==> src/rtl/fast_advance_multi_if.sv <==
// Button/pulse bundle between the debounced key inputs, the repeat controller
// and the time-field counters.
interface fast_advance_multi_if #(
  parameter int CHANNELS = 2
);
  logic                enable;
  logic [CHANNELS-1:0] in;
  logic [CHANNELS-1:0] out;
  logic [CHANNELS-1:0] hold;
  logic [CHANNELS-1:0] fast;

  modport master (output enable, in, input out, hold, fast);
  modport slave  (input enable, in, output out, hold, fast);
endinterface

==> src/rtl/fast_advance_multi.sv <==
// N-channel press-and-hold auto-repeat controller with a slow-then-fast repeat
// rate and single-owner arbitration (lowest index wins ties).
//
// state  | meaning
// IDLE   | key released, or held since before reset/enable (waits for re-press)
// PRESS  | owner, first pulse issued, counting towards LONG
// SLOW   | owner, repeating every PERIOD_SLOW cycles
// FAST   | owner, repeating every PERIOD_FAST cycles
// LOCKED | pressed while another channel owned; silent until released
module fast_advance_multi #(
  parameter int CHANNELS     = 2,
  parameter int LONG         = 50_000_000,
  parameter int PERIOD_SLOW  = 5_000_000,
  parameter int PERIOD_FAST  = 1_250_000,
  parameter int ACCEL_PULSES = 10
) (
  input logic                 clk,
  input logic                 reset_n,
  fast_advance_multi_if.slave bus
);

  localparam int TMAX_A = (LONG - 2 > PERIOD_SLOW - 1) ? LONG - 2 : PERIOD_SLOW - 1;
  localparam int TMAX_B = (TMAX_A > PERIOD_FAST - 1) ? TMAX_A : PERIOD_FAST - 1;
  localparam int TMAX   = (TMAX_B > 1) ? TMAX_B : 1;
  localparam int TW     = $clog2(TMAX + 1);
  localparam int AW     = (ACCEL_PULSES > 1) ? $clog2(ACCEL_PULSES) : 1;

  localparam logic [TW-1:0] LOAD_LONG = TW'(LONG - 2);
  localparam logic [TW-1:0] LOAD_SLOW = TW'(PERIOD_SLOW - 1);
  localparam logic [TW-1:0] LOAD_FAST = TW'(PERIOD_FAST - 1);
  localparam logic [AW-1:0] LOAD_ACC  = AW'(ACCEL_PULSES - 1);

  typedef enum logic [2:0] {IDLE, PRESS, SLOW, FAST, LOCKED} state_t;

  state_t              state_q [CHANNELS];
  state_t              state_d [CHANNELS];
  logic [TW-1:0]       timer_q [CHANNELS];
  logic [TW-1:0]       timer_d [CHANNELS];
  logic [AW-1:0]       accel_q [CHANNELS];
  logic [AW-1:0]       accel_d [CHANNELS];
  logic [CHANNELS-1:0] prev_q;
  logic [CHANNELS-1:0] out_q, out_d;
  logic [CHANNELS-1:0] hold_q, hold_d;
  logic [CHANNELS-1:0] fast_q, fast_d;
  logic [CHANNELS-1:0] press_edge;
  logic                taken;

  assign press_edge = bus.in & ~prev_q;
  assign bus.out    = out_q;
  assign bus.hold   = hold_q;
  assign bus.fast   = fast_q;

  always_ff @(posedge clk or negedge reset_n) begin
    if (!reset_n) begin
      prev_q <= '1;
      out_q  <= '0;
      hold_q <= '0;
      fast_q <= '0;
      for (int i = 0; i < CHANNELS; i++) begin
        state_q[i] <= IDLE;
        timer_q[i] <= '0;
        accel_q[i] <= '0;
      end
    end else begin
      prev_q <= bus.in;
      out_q  <= out_d;
      hold_q <= hold_d;
      fast_q <= fast_d;
      for (int i = 0; i < CHANNELS; i++) begin
        state_q[i] <= state_d[i];
        timer_q[i] <= timer_d[i];
        accel_q[i] <= accel_d[i];
      end
    end
  end

  always_comb begin
    out_d  = '0;
    hold_d = '0;
    fast_d = '0;
    taken  = 1'b0;
    for (int i = 0; i < CHANNELS; i++) begin
      state_d[i] = state_q[i];
      timer_d[i] = timer_q[i];
      accel_d[i] = accel_q[i];
    end

    // An owner that is releasing this cycle frees ownership immediately.
    for (int i = 0; i < CHANNELS; i++) begin
      if ((state_q[i] == PRESS || state_q[i] == SLOW || state_q[i] == FAST) && bus.in[i])
        taken = 1'b1;
    end

    for (int i = 0; i < CHANNELS; i++) begin
      if (!bus.enable || !bus.in[i]) begin
        state_d[i] = IDLE;
      end else begin
        case (state_q[i])
          IDLE: begin
            if (press_edge[i]) begin
              if (!taken) begin
                taken      = 1'b1;
                state_d[i] = PRESS;
                timer_d[i] = LOAD_LONG;
                out_d[i]   = 1'b1;
              end else begin
                state_d[i] = LOCKED;
              end
            end
          end
          PRESS: begin
            if (timer_q[i] == '0) begin
              state_d[i] = SLOW;
              timer_d[i] = LOAD_SLOW;
              accel_d[i] = LOAD_ACC;
              out_d[i]   = 1'b1;
            end else begin
              timer_d[i] = timer_q[i] - TW'(1);
            end
          end
          SLOW: begin
            if (timer_q[i] == '0) begin
              out_d[i] = 1'b1;
              if (accel_q[i] == '0) begin
                state_d[i] = FAST;
                timer_d[i] = LOAD_FAST;
              end else begin
                timer_d[i] = LOAD_SLOW;
                accel_d[i] = accel_q[i] - AW'(1);
              end
            end else begin
              timer_d[i] = timer_q[i] - TW'(1);
            end
          end
          FAST: begin
            if (timer_q[i] == '0) begin
              out_d[i]   = 1'b1;
              timer_d[i] = LOAD_FAST;
            end else begin
              timer_d[i] = timer_q[i] - TW'(1);
            end
          end
          LOCKED:  state_d[i] = LOCKED;
          default: state_d[i] = IDLE;
        endcase
      end
      hold_d[i] = (state_d[i] == SLOW) || (state_d[i] == FAST);
      fast_d[i] = (state_d[i] == FAST);
    end
  end

endmodule

==> src/flat_wrapper.sv <==
// flat-port wrapper written by rule: the top's interface ports become plain ports
module fast_advance_multi_flat 
#(
  parameter int CHANNELS     = 2,
  parameter int LONG         = 50_000_000,
  parameter int PERIOD_SLOW  = 5_000_000,
  parameter int PERIOD_FAST  = 1_250_000,
  parameter int ACCEL_PULSES = 10
)
  (clk, reset_n, bus_enable, bus_in, bus_out, bus_hold, bus_fast);
  fast_advance_multi_if #(.CHANNELS(CHANNELS)) bus_i ();
  input logic clk;
  input logic reset_n;
  input wire logic [$bits(bus_i.enable)-1:0] bus_enable;
  input wire logic [$bits(bus_i.in)-1:0] bus_in;
  output wire logic [$bits(bus_i.out)-1:0] bus_out;
  output wire logic [$bits(bus_i.hold)-1:0] bus_hold;
  output wire logic [$bits(bus_i.fast)-1:0] bus_fast;
  assign bus_i.enable = bus_enable;
  assign bus_i.in = bus_in;
  assign bus_out = bus_i.out;
  assign bus_hold = bus_i.hold;
  assign bus_fast = bus_i.fast;
  fast_advance_multi #(.CHANNELS(CHANNELS), .LONG(LONG), .PERIOD_SLOW(PERIOD_SLOW), .PERIOD_FAST(PERIOD_FAST), .ACCEL_PULSES(ACCEL_PULSES)) u_core (.clk(clk), .reset_n(reset_n), .bus(bus_i));
endmodule
==> config.mk <==
export PLATFORM = sky130hd
export DESIGN_NAME = fast_advance_multi_flat
export DESIGN_NICKNAME = d
export VERILOG_FILES = /design/src/rtl/fast_advance_multi_if.sv /design/src/rtl/fast_advance_multi.sv /design/src/flat_wrapper.sv
export SDC_FILE = /design/constraint.sdc
export NUM_CORES = 1
export LEC_CHECK = 0
export BUFFER_PORTS_ARGS = -buffer_cell sky130_fd_sc_hd__buf_2
export CORE_AREA = 2 2 114 88
export DETAILED_ROUTE_END_ITERATION = 8
export DIE_AREA = 0 0 116 90
export PLACE_DENSITY = 0.72
export SYNTH_ARGS = -nofsm -noshare
export SYNTH_HDL_FRONTEND = slang
export SYNTH_SLANG_ARGS = --single-unit
==> constraint.sdc <==
create_clock -name clk -period 6.69 [get_ports clk]
set_input_delay 2.007 -clock clk [delete_from_list [all_inputs] [get_ports clk]]
set_output_delay 2.007 -clock clk [all_outputs]
set_load 0.1 [all_outputs]
# --- Word-level counts from Yosys, hierarchy flattened ---
# Cells that the tools add are included.
word_totals:
  reg_bits: 74
  input_bits: 5
  out_inout_bits: 6
  wordCells: 120
op_classes:
  n_addsub: 4
  eq_ne: 22
  n_mux: 51
  bitwise: 4
  reduce_logical: 29
op_table:
  columns: ["cell", "count"]
  rows:
  - ["$mux W26", 10]
  - ["$pmux W26 S4", 2]
  - ["$logic_not A26 Y1", 2]
  - ["$sub A26 B1 Y26 const B", 2]
  - ["$mux W23", 2]
  - ["$mux W3", 12]
  - ["$pmux W3 S5", 2]
  - ["$eq A3 B2 Y1 const B", 8]
  - ["$mux W4", 6]
  - ["$ne A2 B2 Y1 const B", 8]
  - ["$pmux W4 S2", 2]
  - ["$mux W1", 13]
  - ["$reduce_and A5 Y1", 2]
  - ["$logic_not A4 Y1", 2]
  - ["$logic_or A1 B1 Y1", 8]
  - ["$reduce_and A4 Y1", 2]
  - ["$reduce_bool A4 Y1", 2]
  - ["$sub A4 B1 Y4 const B", 2]
  - ["$eq A3 B1 Y1 const B", 2]
  - ["$eq A3 B3 Y1 const B", 2]
  - ["$logic_not A3 Y1", 2]
  - ["$reduce_or A3 Y1", 2]
  - ["$ne A2 B1 Y1 const B", 2]
  - ["$pmux W1 S2", 2]
  - ["other kinds (6)", 11]

# --- Longest topological paths before layout ---
# Gate-level depths: netlist of the first run.
logic_depth:
  ltp_word: 15
  mapped_depth: 10
  mapped_depth_nobuf: 9

# --- Worst setup path after synthesis of the first run ---
# OpenSTA, ideal clock, no wires.
synth_timing:
  path_kind: "input to register"
  from: "input port bus_in[1]"
  to: "register u_core.timer_q[19] (netlist name)"
  setup_ps: 119
  arrival_time_ps: 3287
  t_required_ps: 6571
  slack_ps: 3284
  path_stages: 5
  path_buffers: 0
  cell_sequence: "nor2b_1 -> nand2_1 -> nor4b_1 -> a21oi_1 -> o21a_1"
synth_via:
  elab_chain_cells: 7
  word_cells_on_any_way: 12
  cone_classes: "eq/ne (2); mux (4); bitwise (2); reduce/logical (4)"
synth_lines:
  columns: ["element", "line_no", "rtl"]
  rows:
  - ["start: declaration", "flat_wrapper.sv:15", "input wire logic [$bits(bus_i.in)-1:0] bus_in;"]
  - ["$logic_and A1 B1 Y1", "fast_advance_multi.sv:90", "if ((state_q[i] == PRESS || state_q[i] == SLOW || state_q[i] == FAST) && bus.in[i])"]
  - ["$mux W1", "fast_advance_multi.sv:90", null]
  - ["$mux W1", "fast_advance_multi.sv:100", "if (press_edge[i]) begin"]
  - ["$mux W1", "fast_advance_multi.sv:98", "case (state_q[i])"]
  - ["$mux W1", "fast_advance_multi.sv:95", "if (!bus.enable || !bus.in[i]) begin"]
  - ["$ne A2 B2 Y1 (no line)", null, null]
  - ["$reduce_and A4 Y1 (no line) *", null, null]
  - ["end signal: indexed assignment", "fast_advance_multi.sv:71", "timer_q[i] <= timer_d[i];"]
  - ["end: declaration", "fast_advance_multi.sv:37", "logic [TW-1:0] timer_q [CHANNELS];"]
# Mark *: on every way between the ends. The rest lies on a longest branch, timed or not.
# A chain may end at the register's enable or synchronous reset.

# --- Worst setup path after layout of the first run ---
# Ends and elaborated chain as after synthesis.

==> qor.yml, run 1 <==
synthTopCellsByArea: "dfrtp_1, a21oi_1, nor2_1"
cp.required_ns: 6.92
cp-endpoint: "u_core.timer_q[19]$_DFFE_PN0P_"
p_leak_nw: 1.83
finalSetupViolations: 0
avgSynthCellArea_sq_um: 8.47
min_period_ns: 3.98
cts-root-buf: "clkbuf_16"
syn-num-nets: 533
grtUsageTotal_pct: 23.2
clk_pin_slew_ns: 0.06
cp_max_fo: 13
cts_setup_buffers: 0
die_width_microns: 116
ioPinCount: 11
grt_overflow_total: 0
vias: 4188
wl_per_cell_microns: 17.6
arrival_ns: 4.21
final_layout_size_suffix_gt1_share_pct: 8.87
synth-edff-count: 0
hold_buffers: 0
drv_cap: 0
drc: 0
fill_cells: 866
setup-tns-final_ns: 0
start_util_pct: 46.9
cts_tree: "yes"
area_delta_synth_final_pct: 10.2
place_hpwl_microns: 8210
yosysMostFrequentCell: "dfrtp_1"
via_per_inst: 6.33
grt_max_degree: 75
layout.nets: 538
whs_ns: 0.483
min_path_type: "flip-flop to flip-flop"
die_y_microns: 90
synth.ff_latch_count: 74
crit_start: "bus_in[1]"
power_density_mw_per_mm2: 221
crit_path_start_kind: "input port"
synth_seq_area_share_pct: 42.1
yosysTopAreaCell: "dfrtp_1"
synth_cell_type_count: 63
rsz0062_at_grt: "false"
place_congestion: 0.902
syn_area_sq_mm: 0.00441
cts_buffers: 9
diodes: 0
status: "finished, final reports clean"
cts.sinks: 74
dieArea_sq_mm: 0.0104
antenna_found_initial: 0
cp-end-kind: "flip-flop"
drt-pass1-iter-count: 5
ys_top_cells_by_count: "dfrtp_1, nor2_1, a21oi_1"
clock_latency_ns: 0.34
cp_slowest_cell: "nor4b_1"
dr.first_iter.drc_count: 653
synth_warnings: 0
peakVddDrop_mv: 0.137
netlist_instances: 520
cpPeakStageDelay_ns: 0.97
final_antenna_net_count: 0
crit_chain: "buf_2 > nor2b_1 > nand2_1 > nor4b_1 > a21oi_1 > o21a_1"
fin_skew_ns: 0.00675
grt_pass1_vias: 3699
worst-setup-path-type: "input port to flip-flop"
post-route-period-util_pct: 59.5
routed_wirelength_microns: 11700
worst-r2r-setup-slack_ns: 3.70
port_buffers: 10
slew_violations: 0
ys_async_sr_fraction_pct: 100
final-hold-violation-count: 0
grt_pass1_wl_microns: 19200
cts_resized: 0
max_slew_margin_pct: 28.3
tightest_slew_ns: 1.06
fp.coreArea_sq_mm: 0.00939
h-tree-depth: 3
yosys.area.top_type_share_pct: 40.9
rows: 31
timing.rr.end: "u_core.timer_q[43]$_DFFE_PN0P_"
ys.flop_type: "dfrtp_1"
cts_max_path_buffers: 2
r2r_cells: 6
r2r_start: "u_core.timer_q[39]$_DFFE_PN0P_"
max_freq_mhz: 251
## registers in the layout, indices dropped and copies added (netlist names)
name / flops
u_core.accel_q: 8
u_core.bus.fast: 2
u_core.bus.hold: 2
u_core.bus.out: 2
u_core.prev_q: 2
u_core.state_q: 6
u_core.timer_q: 52
## worst min path at each step
stage / from / endpoint / slack, ns / cells past startpoint
after floorplan: u_core.accel_q[7]$_DFFE_PN0P_ / u_core.accel_q[7]$_DFFE_PN0P_ / 0.44 / 1
after global placement: u_core.accel_q[7]$_DFFE_PN0P_ / u_core.accel_q[7]$_DFFE_PN0P_ / 0.47 / 1
after detailed placement: u_core.accel_q[7]$_DFFE_PN0P_ / u_core.accel_q[7]$_DFFE_PN0P_ / 0.47 / 1
after CTS: u_core.accel_q[7]$_DFFE_PN0P_ / u_core.accel_q[7]$_DFFE_PN0P_ / 0.48 / 1
after global routing: u_core.timer_q[12]$_DFFE_PN0P_ / u_core.timer_q[12]$_DFFE_PN0P_ / 0.53 / 1
final: u_core.accel_q[7]$_DFFE_PN0P_ / u_core.accel_q[7]$_DFFE_PN0P_ / 0.48 / 1
## per-stage QoR
stage | total power [mW] | utilization (%) | worst slack [ns] | cell area (sq um) | std cells
floorplan | 0.563 | - | 3.28 | 4410 | 520
global placement | 0.594 | 48.6 | 2.71 | 4560 | 646
detailed placement | 0.598 | 48.6 | 2.48 | 4560 | 646
CTS | 1.08 | 51.7 | 2.83 | 4850 | 662
global route | 1.12 | 51.7 | 2.64 | 4850 | 662
finish | 1.07 | 51.7 | 2.71 | 4850 | 662
## logic make-up (layout without fill, tap and decap cells)
kind of cell | count (synthesis) | in the layout | synth area share [%]
xor+xnor | 5 | 5 | 0.994
flops | 74 | 74 | 42.1
buf+inv | 45 | 55 | 4.20
mux | 1 | 1 | 0.227
compound gates | 158 | 158 | 22.5
fa+ha+maj | 9 | 9 | 2.53
simple gates | 228 | 228 | 27.4
## layout make-up
type | instances | area (sq um) | area share [%]
clock buffer | 10 | 229 | 4.72
inverter | 26 | 97.6 | 2.01
sequential | 74 | 1850 | 38.2
tap | 132 | 165 | 3.40
timing repair buffer | 13 | 75.1 | 1.55
clock inverter | 6 | 67.6 | 1.39
multi-input combinational | 401 | 2370 | 48.7
## worst max-delay path: cells and delay by family
family,cells,cell delay [ns]
AND/OR/NAND/NOR,3,1.66
AO/OA/AOI/OAI,2,0.38
buffers and inverters,1,0.15
## where the power goes
group	internal [mW]	switching, mW	total (mW)
Combinational	0.0310	0.0572	0.0882
Sequential	0.472	0.0324	0.504
Clock	0.289	0.192	0.482
Total	0.792	0.282	1.07
## placed cells by master, fill, tap and decap left out, drive strengths merged, types with 4 or more instances in the layout
master / synthesis / layout
a21oi: 46 / 46
nor2: 60 / 60
o211ai: 5 / 5
nor4b: 4 / 4
clkbuf: 13 / 10
nand2: 39 / 39
a21o: 5 / 5
nor4: 15 / 15
dfrtp: 72 / 72
o21ai: 40 / 40
a22o: 6 / 6
nor3: 29 / 29
nand4: 9 / 9
or2: 5 / 5
inv: 26 / 26
buf: 6 / 13
o21a: 4 / 4
a31oi: 14 / 14
nor3b: 7 / 7
o31ai: 6 / 6
nand2b: 5 / 5
or3: 20 / 20
ha: 8 / 8
nand3: 20 / 20
## routing by layer
metal / GRT usage, % / vias up / part of all wire (%)
met3: 5.19 / 10 / 8.1
met1: 36.6 / 2044 / 49
met2: 31.2 / 210 / 42
met4: 6.94 / 0 / 0.95
li1: - / 1924 / -
met5: 0 / - / 0
No activity file was read; power rests on OpenSTA's default activity.
==> inputs of run 2 (changes only) <==
--- a/config.mk
+++ b/config.mk
@@ -9,7 +9,7 @@
 export CORE_AREA = 2 2 114 88
 export DETAILED_ROUTE_END_ITERATION = 8
 export DIE_AREA = 0 0 116 90
-export PLACE_DENSITY = 0.72
+export PLACE_DENSITY = 0.75
 export SYNTH_ARGS = -nofsm -noshare
 export SYNTH_HDL_FRONTEND = slang
 export SYNTH_SLANG_ARGS = --single-unit
==> constraint.sdc (replaced) <==
create_clock -name clk -period 3.3 [get_ports clk]
set_input_delay 0.99 -clock clk [delete_from_list [all_inputs] [get_ports clk]]
set_output_delay 0.99 -clock clk [all_outputs]
set_load 0.1 [all_outputs]
==> run 2 against run 1 <==
Effect of this change: first-iteration DRC count fell by 21%; routed wire length shrank 0.41%; combinational power increased by 110%; critical path type is now flip-flop to flip-flop.
==> qor.yml, run 2 (same netlist as run 1, synthesis figures left out) <==
status: "finished, final reports clean"  # unchanged
cp_max_fo: 13  # unchanged
rows: 31  # unchanged
die_width_microns: 116  # unchanged
grt_pass1_wl_microns: 19500  # was 19200 microns
cts-root-buf: "clkbuf_16"  # unchanged
ioPinCount: 11  # unchanged
met3_length_microns: 1060  # was 946 microns
cp_top_family: "simple AND/OR/NAND/NOR gates"  # unchanged
vias: 4261  # was 4188
final_layout_size_suffix_gt1_share_pct: 10.7  # was 8.87%
placed_area_sq_mm: 0.00463  # was 0.00456 sq mm
min_path_type: "flip-flop to flip-flop"  # unchanged
cts_buffers: 9  # unchanged
peakVddDrop_mv: 0.246  # was 0.137 mV
p_clk_share_pct: 46.1  # was 44.8%
routed_wirelength_microns: 11600  # was 11700 microns
place_hpwl_microns: 8180  # was 8210 microns
regMostFlops: "u_core.timer_q"  # unchanged
cts_max_path_buffers: 2  # unchanged
fp.coreArea_sq_mm: 0.00939  # unchanged
final_antenna_net_count: 0  # unchanged
crit_chain: "inv_1 > ha_1 > nor4b_1 > nand4_1 > or3_4 > nor3b_4 > nand3_1 > a21o_1"  # was buf_2 > nor2b_1 > nand2_1 > nor4b_1 > a21oi_1 > o21a_1
diodes: 0  # unchanged
pwr-share-comb_pct: 8.1  # was 8.2%
p_switching_uw: 610  # was 282 uW
grt_max_degree: 75  # unchanged
fin_skew_ns: 0.00762  # was 0.00675 ns
cts_setup_buffers: 0  # unchanged
m1WireLength_microns: 5420  # was 5700 microns
cpPeakStageDelay_ns: 0.55  # was 0.97 ns
h-tree-depth: 3  # unchanged
clock_latency_ns: 0.34  # about the same
grt_pass1_vias: 3879  # was 3699
cp.required_ns: 3.54  # was 6.92 ns
max_slew_margin_pct: 36.9  # was 28.3%
grt_overflow_total: 0  # unchanged
max_freq_mhz: 377
tightest_slew_ns: 0.946  # was 1.06 ns
largestRegisters: "u_core.timer_q x52, u_core.accel_q x8, u_core.state_q x6"  # unchanged
cp-end-kind: "flip-flop"  # unchanged
cts_tree: "yes"  # unchanged
min_period_ns: 2.65
fin_area_sq_mm: 0.00494  # was 0.00485 sq mm
met2_length_microns: 4980  # was 4930 microns
maxUsedRoutingLayer: "met4"  # unchanged
place_inst: 656  # was 646
port_buffers: 10  # unchanged
slew_violations: 0  # unchanged
cts_resized: 0  # unchanged
switching_share_pct: 27.3  # was 26.3%
finalSetupViolations: 0  # unchanged
post-route-period-util_pct: 80.3
antenna_found_initial: 0  # unchanged
layout.nets: 548  # was 538
power_density_mw_per_mm2: 451  # was 221 mW/mm^2
internal-power_mw: 1.62  # was 792 uW
place_congestion: 0.960  # was 0.902
crit_path_start_kind: "flip-flop"  # was input port
worst-setup-path-type: "flip-flop to flip-flop"  # was input port to flip-flop
final_cell_mix: "dfrtp_1, nor2_1, a21oi_1"  # unchanged
dieArea_sq_mm: 0.0104  # unchanged
final-hold-violation-count: 0  # unchanged
die_y_microns: 90  # unchanged
start_util_pct: 46.9  # unchanged
via_per_inst: 6.34  # was 6.33
largest_reg_flops: 52  # unchanged
area_delta_synth_final_pct: 12.2  # was 10.2%
cts.sinks: 74  # unchanged
fill_cells: 874  # was 866
dr.first_iter.drc_count: 515  # was 653
drt-pass1-iter-count: 5  # unchanged
p_leak_nw: 1.90  # was 1.83 nW
rsz0062_at_grt: "false"  # unchanged
wl_per_cell_microns: 17.3  # was 17.6 microns
final_common_cell: "dfrtp_1"  # unchanged
setup-tns-final_ns: 0  # unchanged
hold_buffers: 0  # unchanged
clk_pin_slew_ns: 0.07  # was 0.06 ns
stdcell_count: 672  # was 662
drc: 0  # unchanged
grtUsageTotal_pct: 23.5  # was 23.2%
sequentialPowerShare_pct: 45.7  # was 46.9%
drv_cap: 0  # unchanged
arrival_ns: 2.89  # was 4.21 ns
crit_buf_inv: 1  # unchanged
cp_slowest_cell: "or3_4"  # was nor4b_1
## run 2: worst paths after layout
kind,end,slack (ns),startpoint,cells past startpoint
worst max-delay path,u_core.accel_q[3]$_DFFE_PN0P_,0.65,u_core.timer_q[0]$_DFFE_PN0P_,8
worst min-delay path,u_core.accel_q[7]$_DFFE_PN0P_,0.49,u_core.accel_q[7]$_DFFE_PN0P_,1
worst max register to register,u_core.accel_q[3]$_DFFE_PN0P_,0.65,u_core.timer_q[0]$_DFFE_PN0P_,8
worst min register to register,u_core.accel_q[7]$_DFFE_PN0P_,0.49,u_core.accel_q[7]$_DFFE_PN0P_,1
max in group asynchronous,u_core.accel_q[6]$_DFFE_PN0P_,1.89,reset_n,1
min in group asynchronous,u_core.timer_q[2]$_DFFE_PN0P_,0.78,reset_n,1
## run 2: final cells by class
| type | instances | area (sq um) | share of cell area [%] |
|---|---|---|---|
| clock buffer | 9 | 225 | 4.55 |
| clock inverter | 7 | 86.3 | 1.75 |
| multi-input combinational | 401 | 2370 | 47.8 |
| timing repair buffer | 23 | 150 | 3.04 |
| inverter | 26 | 97.6 | 1.97 |
| tap | 132 | 165 | 3.34 |
| sequential | 74 | 1850 | 37.5 |
## run 2: metrics by stage
stage | setup WS, ns | util (%) | total power [mW] | hold slack [ns]
final | 0.650 | 52.7 | 2.23 | 0.495
after global routing | 0.491 | 52.7 | 2.33 | 0.516
after floorplan | 0.911 | - | 1.14 | 0.442
after CTS | 0.706 | 52.7 | 2.24 | 0.498
after detailed placement | 0.437 | 49.4 | 1.21 | 0.490
after global placement | 0.575 | 49.4 | 1.21 | 0.464
## run 2: metal layers
metal	track usage [%]	vias up
met5	0	-
met4	7.84	0
met3	5.06	21
met2	32.7	223
met1	35.9	2056
li1	-	1961
## run 2: power groups by stage
stage / Sequential (mW) / Clock [mW] / Combinational (mW)
final: 1.02 / 1.03 / 0.182
after global routing: 1.03 / 1.09 / 0.205
after global placement: 1.03 / 0 / 0.173
after detailed placement: 1.03 / 0 / 0.179
after CTS: 1.02 / 1.04 / 0.181
after floorplan: 1.02 / 0 / 0.118
## run 2: worst reg2reg max path, delay by kind of cell, from the launching register on
kind | cells | cell delay, ns
buf+inv | 1 | 0.12
compound gates | 1 | 0.20
flops | 1 | 0.39
simple gates | 5 | 1.63
fa+ha+maj | 1 | 0.21
